[config.mk]
export PLATFORM = sky130hd
export DESIGN_NAME = conv_row_ctrl
export DESIGN_NICKNAME = d
export VERILOG_FILES = /design/src/rtl/conv_row_ctrl.sv
export SDC_FILE = /design/constraint.sdc
export NUM_CORES = 1
export LEC_CHECK = 0
export ABC_AREA = 1
export CAP_MARGIN = 20
export CORE_ASPECT_RATIO = 0.5
export CORE_MARGIN = 2
export CORE_UTILIZATION = 40
export DETAILED_ROUTE_END_ITERATION = 12
export SLEW_MARGIN = 10
export SYNTH_ARGS = -nofsm -noshare
export SYNTH_HDL_FRONTEND = slang
export SYNTH_SLANG_ARGS = --single-unit
[constraint.sdc]
create_clock -name clk -period 2.8 [get_ports clk]
set_input_delay 0.56 -clock clk [delete_from_list [all_inputs] [get_ports clk]]
set_output_delay 0.56 -clock clk [all_outputs]
set_load 0.1 [all_outputs]
[src/rtl/conv_row_ctrl.sv]
// conv_row_ctrl: sequences one row job of a chained-PE 1-D convolution.
// Latency: an issued window's PE sum is buffered 2 cycles after issue; it appears on o_out_data the cycle after.
// Backpressure: input accepted only while FIFO entries + in-flight sums leave room; o_out_valid held until i_out_ready.
// Build option: define CONV_ROW_CTRL_RELU_EN to clamp negative sums to zero before they are buffered.
// TAPS must be >= 2 (weight address width is clog2(TAPS)); FIFO_DEPTH must be a power of two >= 2.
module conv_row_ctrl #(
  parameter int TAPS       = 3,
  parameter int FIFO_DEPTH = 4
) (
  input  logic                      clk,
  input  logic                      rst,
  input  logic                      i_start,
  input  logic [7:0]                i_len,
  output logic                      o_busy,
  output logic                      o_done,
  input  logic                      i_wgt_we,
  input  logic [$clog2(TAPS)-1:0]   i_wgt_addr,
  input  logic [7:0]                i_wgt_data,
  input  logic                      i_in_valid,
  output logic                      o_in_ready,
  input  logic [7:0]                i_in_data,
  output logic [8*TAPS-1:0]         o_pe_ifmap,
  output logic [8*TAPS-1:0]         o_pe_filter,
  input  logic [19:0]               i_pe_psum,
  output logic                      o_out_valid,
  input  logic                      i_out_ready,
  output logic [19:0]               o_out_data
);

  localparam int AW = $clog2(TAPS);
  localparam int PW = $clog2(FIFO_DEPTH);
  localparam int CW = $clog2(FIFO_DEPTH + 1);

  typedef enum logic [2:0] {
    S_IDLE  = 3'd0,
    S_FILL  = 3'd1,
    S_RUN   = 3'd2,
    S_DRAIN = 3'd3,
    S_DONE  = 3'd4
  } state_t;

  // FSM state
  state_t          r_state;
  state_t          w_state_nxt;

  // Job bookkeeping
  logic [7:0]      r_len;
  logic [7:0]      r_issued;
  logic [7:0]      w_issued_nxt;
  logic [AW-1:0]   r_fill_cnt;

  // Sample window and weights; index 0 holds the oldest sample
  logic [7:0]      r_win [TAPS];
  logic [7:0]      r_wgt [TAPS];

  // PE latency tracker: bit 0 = issued last cycle, bit 1 = sum valid now
  logic [1:0]      r_vpipe;
  logic [1:0]      w_inflight;

  // Result FIFO
  logic [19:0]     r_mem [FIFO_DEPTH];
  logic [PW-1:0]   r_wr_ptr;
  logic [PW-1:0]   r_rd_ptr;
  logic [CW-1:0]   r_count;
  logic [CW:0]     w_credit;
  logic            w_credit_ok;
  logic            w_empty;
  logic            w_push;
  logic            w_pop;
  logic [19:0]     w_push_dat;

  // Handshake qualifiers
  logic            w_start_ok;
  logic            w_in_fire;
  logic            w_fill_fire;
  logic            w_fill_last;
  logic            w_issue;
  logic            w_last_issue;
  logic            w_room;

  assign w_start_ok   = (r_state == S_IDLE) && i_start;
  assign w_in_fire    = i_in_valid && o_in_ready;
  assign w_fill_fire  = (r_state == S_FILL) && w_in_fire;
  assign w_fill_last  = w_fill_fire && (r_fill_cnt == AW'(TAPS - 2));
  assign w_issue      = (r_state == S_RUN) && w_in_fire;
  assign w_issued_nxt = r_issued + 8'd1;
  assign w_last_issue = w_issue && (w_issued_nxt == r_len);

  assign w_inflight   = {1'b0, r_vpipe[0]} + {1'b0, r_vpipe[1]};
  // An issue is only allowed when its sum is guaranteed a FIFO slot,
  // counting sums still travelling through the PE chain.
  assign w_credit     = {1'b0, r_count} + (CW+1)'(w_inflight);
  assign w_credit_ok  = w_credit < (CW+1)'(FIFO_DEPTH);
  assign w_room       = (r_issued < r_len) && w_credit_ok;

  assign w_empty      = (r_count == '0);
  assign w_push       = r_vpipe[1];
  assign w_pop        = o_out_valid && i_out_ready;

`ifdef CONV_ROW_CTRL_RELU_EN
  assign w_push_dat   = i_pe_psum[19] ? 20'd0 : i_pe_psum;
`else
  assign w_push_dat   = i_pe_psum;
`endif

  // State register
  always_ff @(posedge clk or posedge rst) begin
    if (rst) begin
      r_state <= S_IDLE;
    end else begin
      r_state <= w_state_nxt;
    end
  end

  // Next-state decode
  always_comb begin
    w_state_nxt = r_state;
    case (r_state)
      S_IDLE: begin
        if (i_start) begin
          w_state_nxt = (i_len == 8'd0) ? S_DONE : S_FILL;
        end
      end
      S_FILL: begin
        if (w_fill_last) begin
          w_state_nxt = S_RUN;
        end
      end
      S_RUN: begin
        if (w_last_issue) begin
          w_state_nxt = S_DRAIN;
        end
      end
      S_DRAIN: begin
        if ((w_inflight == 2'd0) && w_empty) begin
          w_state_nxt = S_DONE;
        end
      end
      S_DONE: begin
        w_state_nxt = S_IDLE;
      end
      default: begin
        w_state_nxt = S_IDLE;
      end
    endcase
  end

  // State-dependent outputs
  always_comb begin
    o_busy     = 1'b1;
    o_done     = 1'b0;
    o_in_ready = 1'b0;
    case (r_state)
      S_IDLE:  o_busy     = 1'b0;
      S_FILL:  o_in_ready = 1'b1;
      S_RUN:   o_in_ready = w_room;
      S_DONE:  o_done     = 1'b1;
      default: o_in_ready = 1'b0;
    endcase
  end

  // Job length capture, issue count and fill progress
  always_ff @(posedge clk or posedge rst) begin
    if (rst) begin
      r_len      <= 8'd0;
      r_issued   <= 8'd0;
      r_fill_cnt <= '0;
    end else if (w_start_ok) begin
      r_len      <= i_len;
      r_issued   <= 8'd0;
      r_fill_cnt <= '0;
    end else begin
      if (w_fill_fire) begin
        r_fill_cnt <= r_fill_cnt + AW'(1);
      end
      if (w_issue) begin
        r_issued <= w_issued_nxt;
      end
    end
  end

  // Window shift: accepted samples enter at the newest tap, oldest falls out of tap 0
  always_ff @(posedge clk or posedge rst) begin
    if (rst) begin
      for (int i = 0; i < TAPS; i++) begin
        r_win[i] <= 8'd0;
      end
    end else if (w_fill_fire || w_issue) begin
      for (int i = 0; i < TAPS - 1; i++) begin
        r_win[i] <= r_win[i+1];
      end
      r_win[TAPS-1] <= i_in_data;
    end
  end

  // Weight registers, writable only while idle so a running job sees a stable filter
  always_ff @(posedge clk or posedge rst) begin
    if (rst) begin
      for (int i = 0; i < TAPS; i++) begin
        r_wgt[i] <= 8'd0;
      end
    end else if ((r_state == S_IDLE) && i_wgt_we) begin
      for (int i = 0; i < TAPS; i++) begin
        if (i_wgt_addr == AW'(i)) begin
          r_wgt[i] <= i_wgt_data;
        end
      end
    end
  end

  // PE latency pipe; a reset drops any sums still in the chain
  always_ff @(posedge clk or posedge rst) begin
    if (rst) begin
      r_vpipe <= 2'b00;
    end else begin
      r_vpipe <= {r_vpipe[0], w_issue};
    end
  end

  // FIFO storage; contents are don't-care while empty since the output is gated
  always_ff @(posedge clk) begin
    if (w_push) begin
      r_mem[r_wr_ptr] <= w_push_dat;
    end
  end

  // FIFO pointers and occupancy
  always_ff @(posedge clk or posedge rst) begin
    if (rst) begin
      r_wr_ptr <= '0;
      r_rd_ptr <= '0;
      r_count  <= '0;
    end else begin
      if (w_push) begin
        r_wr_ptr <= r_wr_ptr + PW'(1);
      end
      if (w_pop) begin
        r_rd_ptr <= r_rd_ptr + PW'(1);
      end
      case ({w_push, w_pop})
        2'b10:   r_count <= r_count + CW'(1);
        2'b01:   r_count <= r_count - CW'(1);
        default: r_count <= r_count;
      endcase
    end
  end

  assign o_out_valid = !w_empty;
  assign o_out_data  = w_empty ? 20'd0 : r_mem[r_rd_ptr];

  // Flatten window and weights onto the PE buses, tap i at bits [8i+7:8i]
  for (genvar gi = 0; gi < TAPS; gi++) begin : g_pe_bus
    assign o_pe_ifmap[8*gi +: 8]  = r_win[gi];
    assign o_pe_filter[8*gi +: 8] = r_wgt[gi];
  end

endmodule

==> qor.csv <==
metric;value;unit
status;finished clean;
hold slack;0.4103;ns
initial antenna violation count;0;
Async SR Flop Fraction;0.4937;
GRT Resource Usage Total;0.1702;
Synth Instances;650;
pre-CTS setup slack;0.5287;ns
largest family of logic cells by synthesized area;simple AND/OR/NAND/NOR gates;
Core Box Area;16560;µm²
CP Launch Type;flop;
number of global-route vias before repair;4757;
DRC;0;
Cell Area, Synth;6852;µm²
initial drt markers;270;
row count;33;
clock latency on the worst-skew pair;0.42;ns
CTS tree;done;
fillers;1453;
layout cells sized above 1;0.2173;
area of the die;18260;µm²
Worst Max-Slew Pin Slew;0.7769;ns
register area share after synthesis;0.6355;
CP arrival;2.05;ns
Worst setup EP type;output pin;
number of enable flip-flop cells after synthesis;80;
Max Clock Skew;0.01513;ns
post-route ant nets;0;
initial core utilization;0.4138;
Die Wd;189.1;µm
Max-slew headroom;0.4815;
die height;96.55;µm
share of the synthesized area in the top cell type;0.3506;
Setup WS post-layout;0.1908;ns
clk sinks;158;
# Post-CTS Setup Buffers;0;
syn nets;721;
Synth Area in Compound Gates;0.08473;
Post-Route WL;15090;µm
max-capacitance violation count;0;
Num CTS Buffers;17;
RSZ-0062 raised after global routing;no;
Synth Area in Adders;0.03579;
Diodes inserted;0;
CTS max path bufs;2;
Worst-path clk slew;0.06;ns
Vias;4850;
Layout Nets;855;
simple-gate share of the synthesized area;0.1492;
Crit Path Max Fanout;9;
Wirelength per Cell;14.75;µm
Fin. Hold Viols;0;
first-pass GRT wire length;23940;µm
largest cells by area after synthesis;edfxtp_1 (35%), dfrtp_1 (28%), nand2_1 (6.2%);
post-CTS resize count;0;
syn avg cell area;10.54;µm²
clock root buffer;clkbuf_16;
setup tns final;0;ns
Yosys reg bits;158;
hold_buf cts;0;
pin count of the biggest net entering global routing;45;
kind of critical path;flop to output pin;
Buffers on Ports;123;
Fmax;383.3;MHz
Worst Hold Class;flop to flop;
xor/xnor share of the synthesized area;0.005113;
synth warn;0;
Required @ worst endpoint;2.24;ns
DR vias/cell;4.741;
Post-synth top flop;edfxtp_1;
multiplexer area fraction after synthesis;0.03944;
total grt overflow;0;
Finish-stage setup viols;0;
period utilisation layout;0.9319;
H-tree Lvls;4;
cell taking the most area after synthesis;edfxtp_1;
min Tclk post-route;2.609;ns
Slew Viols, Final;0;
Final Util;0.5512;
hpwl dp;9975;µm
GP Congestion;0.7979;
Ports;124;
1st-pass router iterations;4;
synth unique cells;32;
area delta synth->final;33.20;%
## flip-flops by register name (all words and copies together) (netlist names)
| signal | flops |
|---|---|
| o_pe_ifmap | 24 |
| r_issued | 8 |
| r_wr_ptr | 2 |
| r_state | 3 |
| r_len | 8 |
| r_fill_cnt | 2 |
| r_count | 3 |
| r_rd_ptr | 2 |
| r_vpipe | 2 |
| r_mem | 80 |
| o_pe_filter | 24 |
## stage by stage
stage / instances / cell area, µm²
CTS: 1023 / 9125
detailed placement: 992 / 8547
global route: 1023 / 9126
finish: 1023 / 9126
floorplan: 650 / 6927
global placement: 992 / 8547
## critical path, stage by stage (launching register included)
cell and delay (ns):
dfrtp_2 0.46, ha_1 0.20, ha_1 0.26, nand2_1 0.06
nor2_1 0.04, nor2_1 0.09, nand2_1 0.07, nor2_2 0.10
nand2_2 0.08, nand2_1 0.11, buf_12 0.18
## synthesized netlist by cell type (all sizes together) (8+ instances only)
cell    instances
nand2         116
nor2          106
edfxtp         80
dfrtp          78
o21ai          75
inv            65
a21oi          27
mux2           24
nand3          21
ha             18
clkbuf         14
buf             8
## cells in the final DEF (no fill, tap or decap), types with 2 or more instances in the layout
cell	instances
nand2_1	114
nor2_1	103
edfxtp_1	80
dfrtp_1	77
buf_4	64
inv_1	61
o21ai_0	61
clkdlybuf4s50_1	51
buf_12	22
nand3_1	20
a21oi_2	20
ha_1	18
clkbuf_16	17
mux2_2	16
o21ai_1	9
mux2_1	8
a21oi_1	6
o21ai_2	5
inv_2	4
o22ai_1	4
inv_6	4
nand4_1	3
nor2_2	3
inv_8	3
xnor2_1	2
xor2_1	2
nor3_4	2
clkinv_4	2
clkinvlp_4	2
## per-layer routing
metal / wire, µm / GRT usage / up-vias
li1: - / - / 2430
met1: 6831 / 0.2179 / 2327
met2: 7546 / 0.2924 / 84
met3: 577 / 0.03575 / 9
met4: 130 / 0.05924 / 0
met5: 0 / 0 / -
## kinds of logic after synthesis
logic type	count (synthesis)
adder cells (fa/ha/maj)	19
flip-flops	158
AND/OR/NAND/NOR	250
AO/OA/AOI/OAI	108
buffers and inverters	87
multiplexers	24
XOR/XNOR	4
## worst paths after layout
kind                       startpoint  cells past startpoint              to  slack, ns
min                        r_vpipe[0]                      0      r_vpipe[1]       0.41
max                        r_vpipe[1]                     10      o_in_ready       0.19
min reg2reg                r_vpipe[0]                      0      r_vpipe[1]       0.41
max reg2reg                r_vpipe[1]                     12     r_issued[6]       0.66
min in group asynchronous         rst                      2  o_pe_filter[4]       0.49
max in group asynchronous         rst                      3      r_vpipe[1]       1.67
## final cells by class
type                       count  area [µm²]  area share
clock buffer                  17       425.4     0.04661
sequential                   158        4355      0.4772
multi-input combinational    405        2233      0.2447
clock inverter                14       152.6     0.01673
inverter                      65       244.0     0.02673
tap                          227       284.0     0.03112
timing repair buffer         137        1431      0.1568
Power is not shown: default switching activity piles up to over one toggle a cycle in this logic, so the estimate is an artifact.
